**config.mk**
```make
export PLATFORM = sky130hd
export DESIGN_NAME = mic_array_scheduler
export DESIGN_NICKNAME = d
export VERILOG_FILES = /design/src/rtl/mic_array_scheduler.sv
export SDC_FILE = /design/constraint.sdc
export NUM_CORES = 1
export LEC_CHECK = 0
export ABC_AREA = 1
export CORE_MARGIN = 2
export CORE_UTILIZATION = 49
export CTS_CLUSTER_DIAMETER = 40
export DETAILED_ROUTE_END_ITERATION = 8
export PLACE_DENSITY = 0.76
export SLEW_MARGIN = 0
export SYNTH_ARGS = -nofsm -noshare
export SYNTH_HDL_FRONTEND = slang
export SYNTH_SLANG_ARGS = --single-unit
```
**constraint.sdc**
```tcl
create_clock -name CLK -period 3.35 [get_ports CLK]
set_clock_uncertainty 0.1 [all_clocks]
set_input_delay 0.5025 -clock CLK [delete_from_list [all_inputs] [get_ports CLK]]
set_output_delay 0.5025 -clock CLK [all_outputs]
set_load 0.05 [all_outputs]
```
**src/rtl/mic_array_scheduler.sv**
```systemverilog
// Round-robin scheduler sharing one output channel between NUM_ADC I2S receivers.
// States: IDLE | no word on the output, arbitrate pending receivers;  SEND | word presented, wait for out_ready.
module mic_array_scheduler #(
  parameter int NUM_ADC = 4,
  parameter int WORD_W  = 64,
  parameter int SRC_W   = 4
) (
  input  logic                      CLK,
  input  logic                      RST,
  input  logic                      EN,
  input  logic [NUM_ADC-1:0]        adc_valid,
  input  logic [NUM_ADC*WORD_W-1:0] adc_data,
  input  logic                      out_ready,
  input  logic                      ovf_clr,
  output logic                      out_valid,
  output logic [WORD_W-1:0]         out_data,
  output logic [SRC_W-1:0]          out_src,
  output logic                      frame_done,
  output logic [NUM_ADC-1:0]        overflow
);

  typedef enum logic {IDLE, SEND} state_t;

  state_t              state, state_nxt;
  logic [NUM_ADC-1:0]  adc_valid_d, pend, sent_mask, rise;
  logic [NUM_ADC-1:0]  grant_oh, taken, src_oh, ovf_set;
  logic [WORD_W-1:0]   hold [NUM_ADC];
  logic [WORD_W-1:0]   grant_word;
  logic [SRC_W-1:0]    rr_ptr, grant_src;
  logic                grant, handshake;
  int                  scan_idx;

  assign rise      = adc_valid & ~adc_valid_d;
  assign out_valid = (state == SEND);
  assign taken     = grant ? grant_oh : '0;
  assign ovf_set   = rise & pend & ~taken;

  always_ff @(posedge CLK) begin
    if (RST) state <= IDLE;
    else     state <= state_nxt;
  end

  always_comb begin
    state_nxt = state;
    grant     = 1'b0;
    handshake = 1'b0;
    case (state)
      IDLE: if (EN && (|pend)) begin
        grant     = 1'b1;
        state_nxt = SEND;
      end
      SEND: if (out_ready) begin
        handshake = 1'b1;
        state_nxt = IDLE;
      end
      default: state_nxt = IDLE;
    endcase
  end

  // Scan backwards from the farthest slot so the last hit is the first pending one after rr_ptr.
  always_comb begin
    grant_src  = '0;
    grant_word = '0;
    grant_oh   = '0;
    scan_idx   = 0;
    for (int k = NUM_ADC - 1; k >= 0; k--) begin
      scan_idx = int'(rr_ptr) + k;
      if (scan_idx >= NUM_ADC) scan_idx = scan_idx - NUM_ADC;
      if (pend[scan_idx]) begin
        grant_src          = scan_idx[SRC_W-1:0];
        grant_word         = hold[scan_idx];
        grant_oh           = '0;
        grant_oh[scan_idx] = 1'b1;
      end
    end
  end

  always_comb begin
    src_oh = '0;
    for (int i = 0; i < NUM_ADC; i++) src_oh[i] = (out_src == SRC_W'(i));
  end

  always_ff @(posedge CLK) begin
    if (RST) begin
      adc_valid_d <= '1;
      pend        <= '0;
      sent_mask   <= '0;
      overflow    <= '0;
      rr_ptr      <= '0;
      out_data    <= '0;
      out_src     <= '0;
      frame_done  <= 1'b0;
      for (int i = 0; i < NUM_ADC; i++) hold[i] <= '0;
    end else begin
      adc_valid_d <= adc_valid;
      frame_done  <= 1'b0;
      overflow    <= (ovf_clr ? '0 : overflow) | ovf_set;
      if (grant) begin
        out_data <= grant_word;
        out_src  <= grant_src;
        rr_ptr   <= (grant_src == SRC_W'(NUM_ADC - 1)) ? '0 : grant_src + 1'b1;
      end
      if (handshake) begin
        if ((sent_mask | src_oh) == '1) begin
          frame_done <= 1'b1;
          sent_mask  <= '0;
        end else begin
          sent_mask <= sent_mask | src_oh;
        end
      end
      // A capture on the granted receiver re-arms pend with the new word; the old one is already out.
      for (int i = 0; i < NUM_ADC; i++) begin
        if (rise[i]) begin
          hold[i] <= adc_data[i*WORD_W +: WORD_W];
          pend[i] <= 1'b1;
        end else if (taken[i]) begin
          pend[i] <= 1'b0;
        end
      end
    end
  end

endmodule

```
# Yosys cells after proc, flatten, opt, wreduce, memory -nomap -nowiden
# Memories as Yosys holds them, arrays and structs flattened.
# Index checks and enable logic that the tools add are counted.
[totals] reg_bits=90 ramBits=256 output_inout_bits=74 word_cells=136 memories=1
[mem_list] name="hold" depth=4 width=64 rd=4 rd_clocked_by_memory_dff=0 wr=4 line_no="27" rtl="logic [WORD_W-1:0] hold [NUM_ADC];"
[classes] add_sub_neg=8 magnitude_cmp=12 n_eq_ne=5 n_mux=73 bitwise_logic=13 reduce_logical=12
[op_table] operator="64-bit two-way mux" count=8
[op_table] operator="32-bit by 1-bit >= comparator with 1-bit output (second input constant)" count=4
[op_table] operator="32-bit by 4-bit less-than comparator with 1-bit output (second input constant)" count=4
[op_table] operator="32-bit two-way mux" count=4
[op_table] operator="4-bit two-way mux" count=12
[op_table] operator="1-bit two-way mux" count=40
[op_table] operator="5-bit by 3-bit subtractor with 6-bit output (second input constant)" count=3
[op_table] operator="5-bit by 3-bit >= comparator with 1-bit output (second input constant)" count=3
[op_table] operator="4-bit AND" count=3
[op_table] operator="4-bit by 2-bit == test with 1-bit output (second input constant)" count=3
[op_table] operator="4-bit by 2-bit adder with 5-bit output (second input constant)" count=2
[op_table] operator="1-bit binary-select mux with 2-bit select" count=4
[op_table] operator="1-bit demux with 2-bit select" count=4
[op_table] operator="4-bit NOT" count=2
[op_table] operator="4-bit OR" count=2
[op_table] operator="2-bit nonzero test" count=4
[op_table] operator="4-bit by 1-bit adder with 5-bit output (second input constant)" count=1
[op_table] operator="1-bit logical AND" count=5
[op_table] operator="4-bit by 3-bit subtractor with 5-bit output (second input constant)" count=1
[op_table] operator="4-bit by 1-bit adder with 4-bit output (second input constant)" count=1
[op_table] operator="4-bit by 1-bit == test with 1-bit output (second input constant)" count=1
[op_table] operator="4-bit == test (second input constant)" count=1
[op_table] operator="4-bit by 3-bit >= comparator with 1-bit output (second input constant)" count=1
[op_table] operator="4-bit logical NOT" count=1
[op_table] operator="other kinds (5)" count=9

# Depth between registers and ports, before layout
# Gate-level depths: netlist of run 1.
[depth] depth_word=15 ltp_mapped=24 mapped_depth_nobuf=20

# Worst setup path after synthesis of run 1
# No wires, ideal clock.
[synth_path] kind="register to register" start="register rr_ptr[1]" end="register overflow[3]" setup_ns=0.131 t_arrival_ns=3.214 t_required_ns=3.119 setup_slack_ns=-0.095 path_stages_with_launch=22 n_path_buf=4 synth_period_minus_slack_ns=3.445 path_cell_list="dfxtp_1 -> buf_2 -> inv_2 -> buf_2 -> buf_2 -> buf_1 -> ha_1 -> nand2_2 -> nand2_2 -> xor2_2 -> ha_1 -> ha_1 -> a21boi_0 -> o21ai_0 -> nor2_1 -> nand3b_1 -> nand2_1 -> nand2_1 -> nand2_1 -> nand2_1 -> nand2_1 -> a21oi_2"
[synth_between] elab_chain_len=15
[synth_rtl] element="start: declaration" line_no="29" rtl="logic [SRC_W-1:0] rr_ptr, grant_src;"
[synth_rtl] element="start signal: assignment" line_no="101" rtl="rr_ptr <= (grant_src == SRC_W'(NUM_ADC - 1)) ? '0 : grant_src + 1'b1;"
[synth_rtl] element="4-bit by 2-bit adder with 5-bit output" line_no="67" rtl="scan_idx = int'(rr_ptr) + k;"
[synth_rtl] element="5-bit by 3-bit subtractor with 6-bit output or 5-bit by 3-bit >= comparator with 1-bit output (tied branches)" line_no="68" rtl="if (scan_idx >= NUM_ADC) scan_idx = scan_idx - NUM_ADC;"
[synth_rtl] element="32-bit two-way mux" line_no="68"
[synth_rtl] element="32-bit by 1-bit >= comparator with 1-bit output (not written as such) or 32-bit by 4-bit less-than comparator with 1-bit output (tied branches)" line_no="73" rtl="grant_oh[scan_idx] = 1'b1;"
[synth_rtl] element="1-bit logical AND (not written as such)" line_no="73"
[synth_rtl] element="1-bit two-way mux (not written as such)" line_no="73"
[synth_rtl] element="1-bit demux with 2-bit select" line_no="73"
[synth_rtl] element="4-bit two-way mux (3 in a row)" line_no="69" rtl="if (pend[scan_idx]) begin"
[synth_rtl] element="4-bit two-way mux *" line_no="69"
[synth_rtl] element="4-bit two-way mux *" line_no="35" rtl="assign taken = grant ? grant_oh : '0;"
[synth_rtl] element="4-bit NOT *" line_no="36" rtl="assign ovf_set = rise & pend & ~taken;"
[synth_rtl] element="4-bit AND *" line_no="36"
[synth_rtl] element="4-bit OR *" line_no="97" rtl="overflow <= (ovf_clr ? '0 : overflow) | ovf_set;"
[synth_rtl] element="end signal: assignment" line_no="97"
[synth_rtl] element="end: declaration" line_no="19" rtl="output logic [NUM_ADC-1:0] overflow"
# Every way passes the cells marked *; elsewhere a longest branch is shown, timed or not. The select of a mux whose other input is x is not followed.
# A chain may end at the register's enable or synchronous reset.

# Worst setup path after layout of run 1
[layout_path] start="register rr_ptr[0]" end="register overflow[0]"
# Same word-level chain as after synthesis.

==> flow_summary_export.csv, run 1 <==
group,metric,value,unit
clocking,holdBufCountCts,0,
logic_synthesis,synth_common_cells,"nand2_1 (509), inv_1 (421), nor2_1 (400)",
critical_path,worstSetupEndpointType,"flop",
finish,design_area,26300,µm²
logic_synthesis,synthTopCellsByArea,"edfxtp_1 (37%), nand2_1 (9.2%), dfxtp_1 (8.7%)",
global_route,grt_usage,29.7,%
placement,post_dp_cell_area,24400,µm²
clocking,clk_pin_slew,50,ps
route,drtAntennaViolNets,0,
route,route.detailed.wl_per_inst,18.8,µm
power_and_ir_drop,pwr_density_cell,633,nW/µm²
critical_path,reg2reg_depth,16,
route,drt-total-wl,66.6,mm
logic_synthesis,yosysSeqAreaShare,45.6,%
sta,tightest_slew,884,ps
logic_synthesis,synthFlopType,"edfxtp_1",
clocking,cts_tree,"done",
placement,io_buffers,338,
global_route,overflow,0,
floorplanning,rows,75,
sta,period_minus_slack,3070,ps
finish,drive_gt1_share,5.90,%
placement,hpwl,42.6,mm
logic_synthesis,synth_cell_types,40,
hold_path,hold_path.class,"in2reg",
clocking,cts_sinks,346,
route,first_pass_iters,8,
floorplanning,core-area,41900,µm²
floorplanning,initial_core_util,49.6,%
clocking,cts_resized,0,
finish,fin_nets,3238,
clocking,htreeDepth,2,
global_route,grt_pass1_wl,103,mm
sta,slew_headroom,41.1,%
sta,drv_slew,0,
global_route,antenna_found_initial,1,
floorplanning,fp.dieH,210,µm
sta,finalHoldViolations,0,
route,via_per_inst,5.64,
global_route,grt_pass1_vias,19300,
critical_path,crit_arrival,3420,ps
logic_synthesis,yosys_warnings,0,
sta,fin_ws,282,ps
route,vias,20000,
critical_path,cp.required,3700,ps
logic_synthesis,syn_nets,3004,
logic_synthesis,synth_largest_area_cell,"edfxtp_1",
logic_synthesis,synth_area,20800,µm²
placement,pre_cts_ws,229,ps
sta,fmaxAchievable,326,MHz
logic_synthesis,synth-edff-count,256,
clocking,clock_path_buffers,3,
logic_synthesis,synth.most_common_cell,"nand2_1",
finish,area_growth,26.5,%
finish,multiInputGateArea,8790,µm²
logic_synthesis,ys_async_sr_fraction,0,%
critical_path,cp-start-kind,"flop",
run_status,status,"finished clean",
route,drt_iter0_drc,2090,
clocking,postCtsSetupRepairBufs,0,
floorplanning,ioPinCount,339,
sta,rsz0062_at_grt,"no",
placement,place.gp.congestion,0.942,
sta,setup_viol,0,
sta,finalCritPeriodShare,91.6,%
logic_synthesis,synth_top_area_share,37.0,%
floorplanning,die-area,44100,µm²
power_and_ir_drop,ir_worst_vdd,516,µV
finish,regArea,9500,µm²
sta,final.setup.tns,0,ps
clocking,clk_latency,600,ps
logic_synthesis,syn_inst,2720,
route,drc,0,
logic_synthesis,ys_ff_latch,346,
clocking,cts_buffers,53,
logic_synthesis,syn_area_per_cell,7.64,µm²
job,drv_cap,0,
hold_path,hold_path_depth,4,
global_route,grt_max_degree,223,
finish,fillers,3546,
clocking,root_buffer,"clkbuf_16",
critical_path,worstPathMaxFanout,21,
floorplanning,die_x,210,µm
power_and_ir_drop,power.leakage,0.0110,µW
critical_path,crit_type,"reg2reg",
[worst paths after layout]
path	to	slack (ps)	start
worst max-delay path	overflow[0]$_SDFF_PP0_	280	rr_ptr[0]$_SDFFE_PP0P_
worst min-delay path	overflow[2]$_SDFF_PP0_	280	RST
worst max register to register	overflow[0]$_SDFF_PP0_	280	rr_ptr[0]$_SDFFE_PP0P_
worst min register to register	out_data[12]$_SDFFE_PP0P_	370	out_data[12]$_SDFFE_PP0P_
[routing by layer]
| layer | global-route usage [%] | vias up | share of wire, % | routed length (µm) |
|---|---|---|---|---|
| met4 | 13.5 | 0 | 3.8 | 2500 |
| li1 | - | 9422 | - | - |
| met2 | 49.2 | 1022 | 48 | 31700 |
| met5 | 0 | - | 0 | 0 |
| met1 | 38.3 | 9365 | 40 | 26500 |
| met3 | 4.95 | 158 | 8.8 | 5870 |
[state kept, by name, indices dropped and copies added (netlist names)]
register and count:
out_src 4, adc_valid_d 4, frame_done 1, pend 4
overflow 4, rr_ptr 4, out_valid 1, out_data 64
hold 256, sent_mask 4
[per-stage QoR]
stage	instances	total power, µW	hold slack, ps	util [%]
2_1_floorplan	2720	9200	356	-
3_3_place_gp	3438	10600	356	58.2
3_5_place_dp	3438	10800	363	58.2
4_1_cts	3537	16600	257	62.7
5_1_grt	3538	17400	294	62.7
6_report	3538	16700	284	62.7
[cells by family after synthesis]
family,synth area share [%]
simple gates,19.9
buf+inv,12.5
compound gates,17.0
flops,45.6
mux,3.66
fa+ha+maj,1.14
xor+xnor,0.205
[worst max-delay path, stage by stage, from the launching register on]
cell      delay [ps]
dfxtp_4          470
inv_2            210
ha_1             310
xnor2_1          200
inv_1            120
ha_1             150
ha_1             200
a21boi_1         300
o21ai_0          120
nor2_1           240
nand3_1          110
nand2_1           80
nand2_1           50
nand2_1           80
nand2_1           70
nand2_1           60
a21oi_1           50
[where the power goes]
part	switching, µW	internal (µW)	leakage (µW)	total, µW
sequential	210	4910	0.00342	5120
clock	2170	3670	0.000908	5840
combinational	3790	1900	0.00667	5690
[final cells by class]
type | count | area share [%]
sequential | 346 | 36.1
multi-input combinational | 1746 | 33.4
timing repair buffer | 379 | 14.6
inverter | 428 | 6.14
clock buffer | 58 | 5.27
tap | 539 | 2.56
clock inverter | 41 | 1.89
antenna | 1 | 0.00951
[cell usage in the layout, fill, tap and decap left out, types with 10 or more instances in the layout]
cell and n:
a21oi_1 97, a31oi_1 53, buf_12 13, buf_4 27, clkbuf_16 55, clkdlybuf4s50_1 337
dfxtp_1 88, edfxtp_1 256, ha_1 18, inv_1 416, inv_6 10, mux2i_1 76
nand2_1 501, nand3_1 109, nor2_1 399, o2111ai_1 33, o211ai_1 67, o21ai_0 267
o21ai_1 46, o311ai_1 32
No activity file was read; power rests on OpenSTA's default activity.
==> run 2: changes to the inputs <==
--- a/config.mk
+++ b/config.mk
@@ -6,8 +6,10 @@
 export NUM_CORES = 1
 export LEC_CHECK = 0
 export ABC_AREA = 1
+export CELL_PAD_IN_SITES_DETAIL_PLACEMENT = 1
+export CELL_PAD_IN_SITES_GLOBAL_PLACEMENT = 1
 export CORE_MARGIN = 2
-export CORE_UTILIZATION = 49
+export CORE_UTILIZATION = 36
 export CTS_CLUSTER_DIAMETER = 40
 export DETAILED_ROUTE_END_ITERATION = 8
 export PLACE_DENSITY = 0.76
==> flow_summary_export.csv, run 2 (same netlist as run 1, synthesis figures left out) <==
group,metric,value,unit
run_status,status,"finished clean",
finish,top_register,"hold",
critical_path,reg2reg_slack,310,ps
route,drt-total-wl,77.8,mm
finish,multiInputGateArea,8790,µm²
placement,hpwl,51.9,mm
route,first_pass_iters,7,
critical_path,worstSetupEndpointType,"flop",
floorplanning,die-area,59700,µm²
clocking,holdBufCountCts,0,
hold_path,hold_path.class,"in2reg",
critical_path,worstPathMaxFanout,43,
sta,finalCritPeriodShare,90.8,%
power_and_ir_drop,ir_worst_vdd,394,µV
hold_path,hold_path_depth,3,
sta,drv_slew,0,
clocking,cts_buffers,67,
power_and_ir_drop,pwr_density_cell,664,nW/µm²
clocking,clk_latency,600,ps
global_route,grt_pass1_wl,121,mm
floorplanning,die_x,244,µm
clocking,cts_tree,"done",
sta,setup_viol,0,
route,drc,0,
finish,fin_nets,3256,
critical_path,reg2reg_depth,13,
global_route,grt_max_degree,122,
floorplanning,fp.dieH,244,µm
clocking,cts_sinks,346,
clocking,root_buffer,"clkbuf_16",
floorplanning,initial_core_util,36.2,%
critical_path,reg2reg_to,"rr_ptr[2]$_SDFFE_PP0P_",
floorplanning,rows,88,
critical_path,critPathLaunch,"rr_ptr[1]$_SDFFE_PP0P_",
placement,place.gp.congestion,0.861,
route,via_per_inst,5.34,
critical_path,cp.required,3750,ps
finish,final_common_cell,"nand2_1",
global_route,antenna_found_initial,0,
finish,layout_common_cells,"nand2_1 (501), inv_1 (416), nor2_1 (399)",
critical_path,cp-endpoint,"rr_ptr[2]$_SDFFE_PP0P_",
finish,largest_register_ff_count,256,
placement,io_buffers,338,
floorplanning,ioPinCount,339,
route,route.detailed.wl_per_inst,20.5,µm
placement,post_dp_cell_area,24700,µm²
finish,regArea,9500,µm²
sta,slew_headroom,27.8,%
clocking,clock_path_buffers,3,
sta,fmaxAchievable,329,MHz
clocking,htreeDepth,3,
finish,area_growth,29.9,%
global_route,grt_pass1_vias,21700,
critical_path,r2r_start,"rr_ptr[1]$_SDFFE_PP0P_",
clocking,clk_pin_slew,50,ps
critical_path,crit_arrival,3440,ps
critical_path,cp-start-kind,"flop",
route,drtAntennaViolNets,0,
sta,period_minus_slack,3040,ps
finish,drive_gt1_share,6.71,%
route,drt_iter0_drc,1160,
sta,rsz0062_at_grt,"no",
power_and_ir_drop,power.leakage,0.0112,µW
finish,n_antenna_cell,0,
finish,reg_top3,"hold: 256 flops, out_data: 64 flops",
job,drv_cap,0,
sta,tightest_slew,1080,ps
sta,final.setup.tns,0,ps
global_route,grt_usage,25.8,%
placement,dp_cells,3668,
global_route,overflow,0,
critical_path,crit_type,"reg2reg",
finish,stdcell_count,3791,
finish,design_area,27000,µm²
sta,finalHoldViolations,0,
finish,fillers,6826,
floorplanning,core-area,57400,µm²
route,vias,20300,
-- run 2: cell count changes in the layout (fill, tap and decap cells not counted), sizes merged --
cell      previous run  this run
clkinv              14        25
buf                 42        46
diode                1         0
clkbuf              58        76
inv                440       441
clkinvlp             7         2
bufinv               8         7
-- run 2: area by class of cell --
cell class	instances	area share (%)
Sequential cell	346	35.2
Multi-Input combinational cell	1746	32.5
Timing Repair Buffer	383	14.2
Clock buffer	76	6.48
Inverter	428	5.98
Tap cell	765	3.54
Clock inverter	47	2.09
-- run 2: repair_timing --
item                                    4_1_cts  5_1_grt
endpoints found under the setup margin        0       11
resized for setup                             0        3
endpoints found under the hold margin         0        0
buffers inserted                              0        0
-- run 2: report_power, final --
group | switching [µW] | internal (µW)
Clock | 2520 | 4400
Combinational | 3990 | 1890
Sequential | 226 | 4920
Total | 6740 | 11200
-- run 2: worst max-delay path, stage by stage (launching register included) --
cell,delay (ps)
dfxtp_4,370
inv_4,80
buf_4,450
nand3_1,240
nand2_4,440
buf_4,440
nand3_1,120
nand3_1,80
nand2_1,90
nand2_1,130
nand2_1,80
nand2_1,80
nand3_1,80
a21oi_1,160
-- run 2: routing by layer --
metal / vias up / part of all wire, % / global-route usage, % / wire [µm]
met3: 154 / 4.9 / 3.80 / 3830
met2: 611 / 48 / 43.1 / 37200
met5: - / 0 / 0 / 0
met1: 10000 / 44 / 33.3 / 34100
met4: 0 / 3.4 / 11.0 / 2640
li1: 9487 / - / - / -
-- run 2: worst min path at each step --
stage	startpoint	endpoint	slack, ps
6_report	RST	adc_valid_d[3]$_SDFF_PP1_	240
5_1_grt	RST	adc_valid_d[3]$_SDFF_PP1_	260
4_1_cts	RST	adc_valid_d[3]$_SDFF_PP1_	230
3_5_place_dp	out_data[12]$_SDFFE_PP0P_	out_data[12]$_SDFFE_PP0P_	370
3_3_place_gp	out_data[23]$_SDFFE_PP0P_	out_data[23]$_SDFFE_PP0P_	360
2_1_floorplan	pend[1]$_SDFFE_PP0P_	pend[1]$_SDFFE_PP0P_	360
-- run 2: metrics by stage --
stage / util [%] / total power, µW / worst slack [ps] / hold slack (ps)
2_1_floorplan: - / 9200 / 80.1 / 356
3_3_place_gp: 43.0 / 10800 / 439 / 361
3_5_place_dp: 43.0 / 11000 / 205 / 366
4_1_cts: 47.1 / 18000 / 192 / 228
5_1_grt: 47.1 / 18800 / 71.7 / 265
6_report: 47.1 / 17900 / 310 / 243
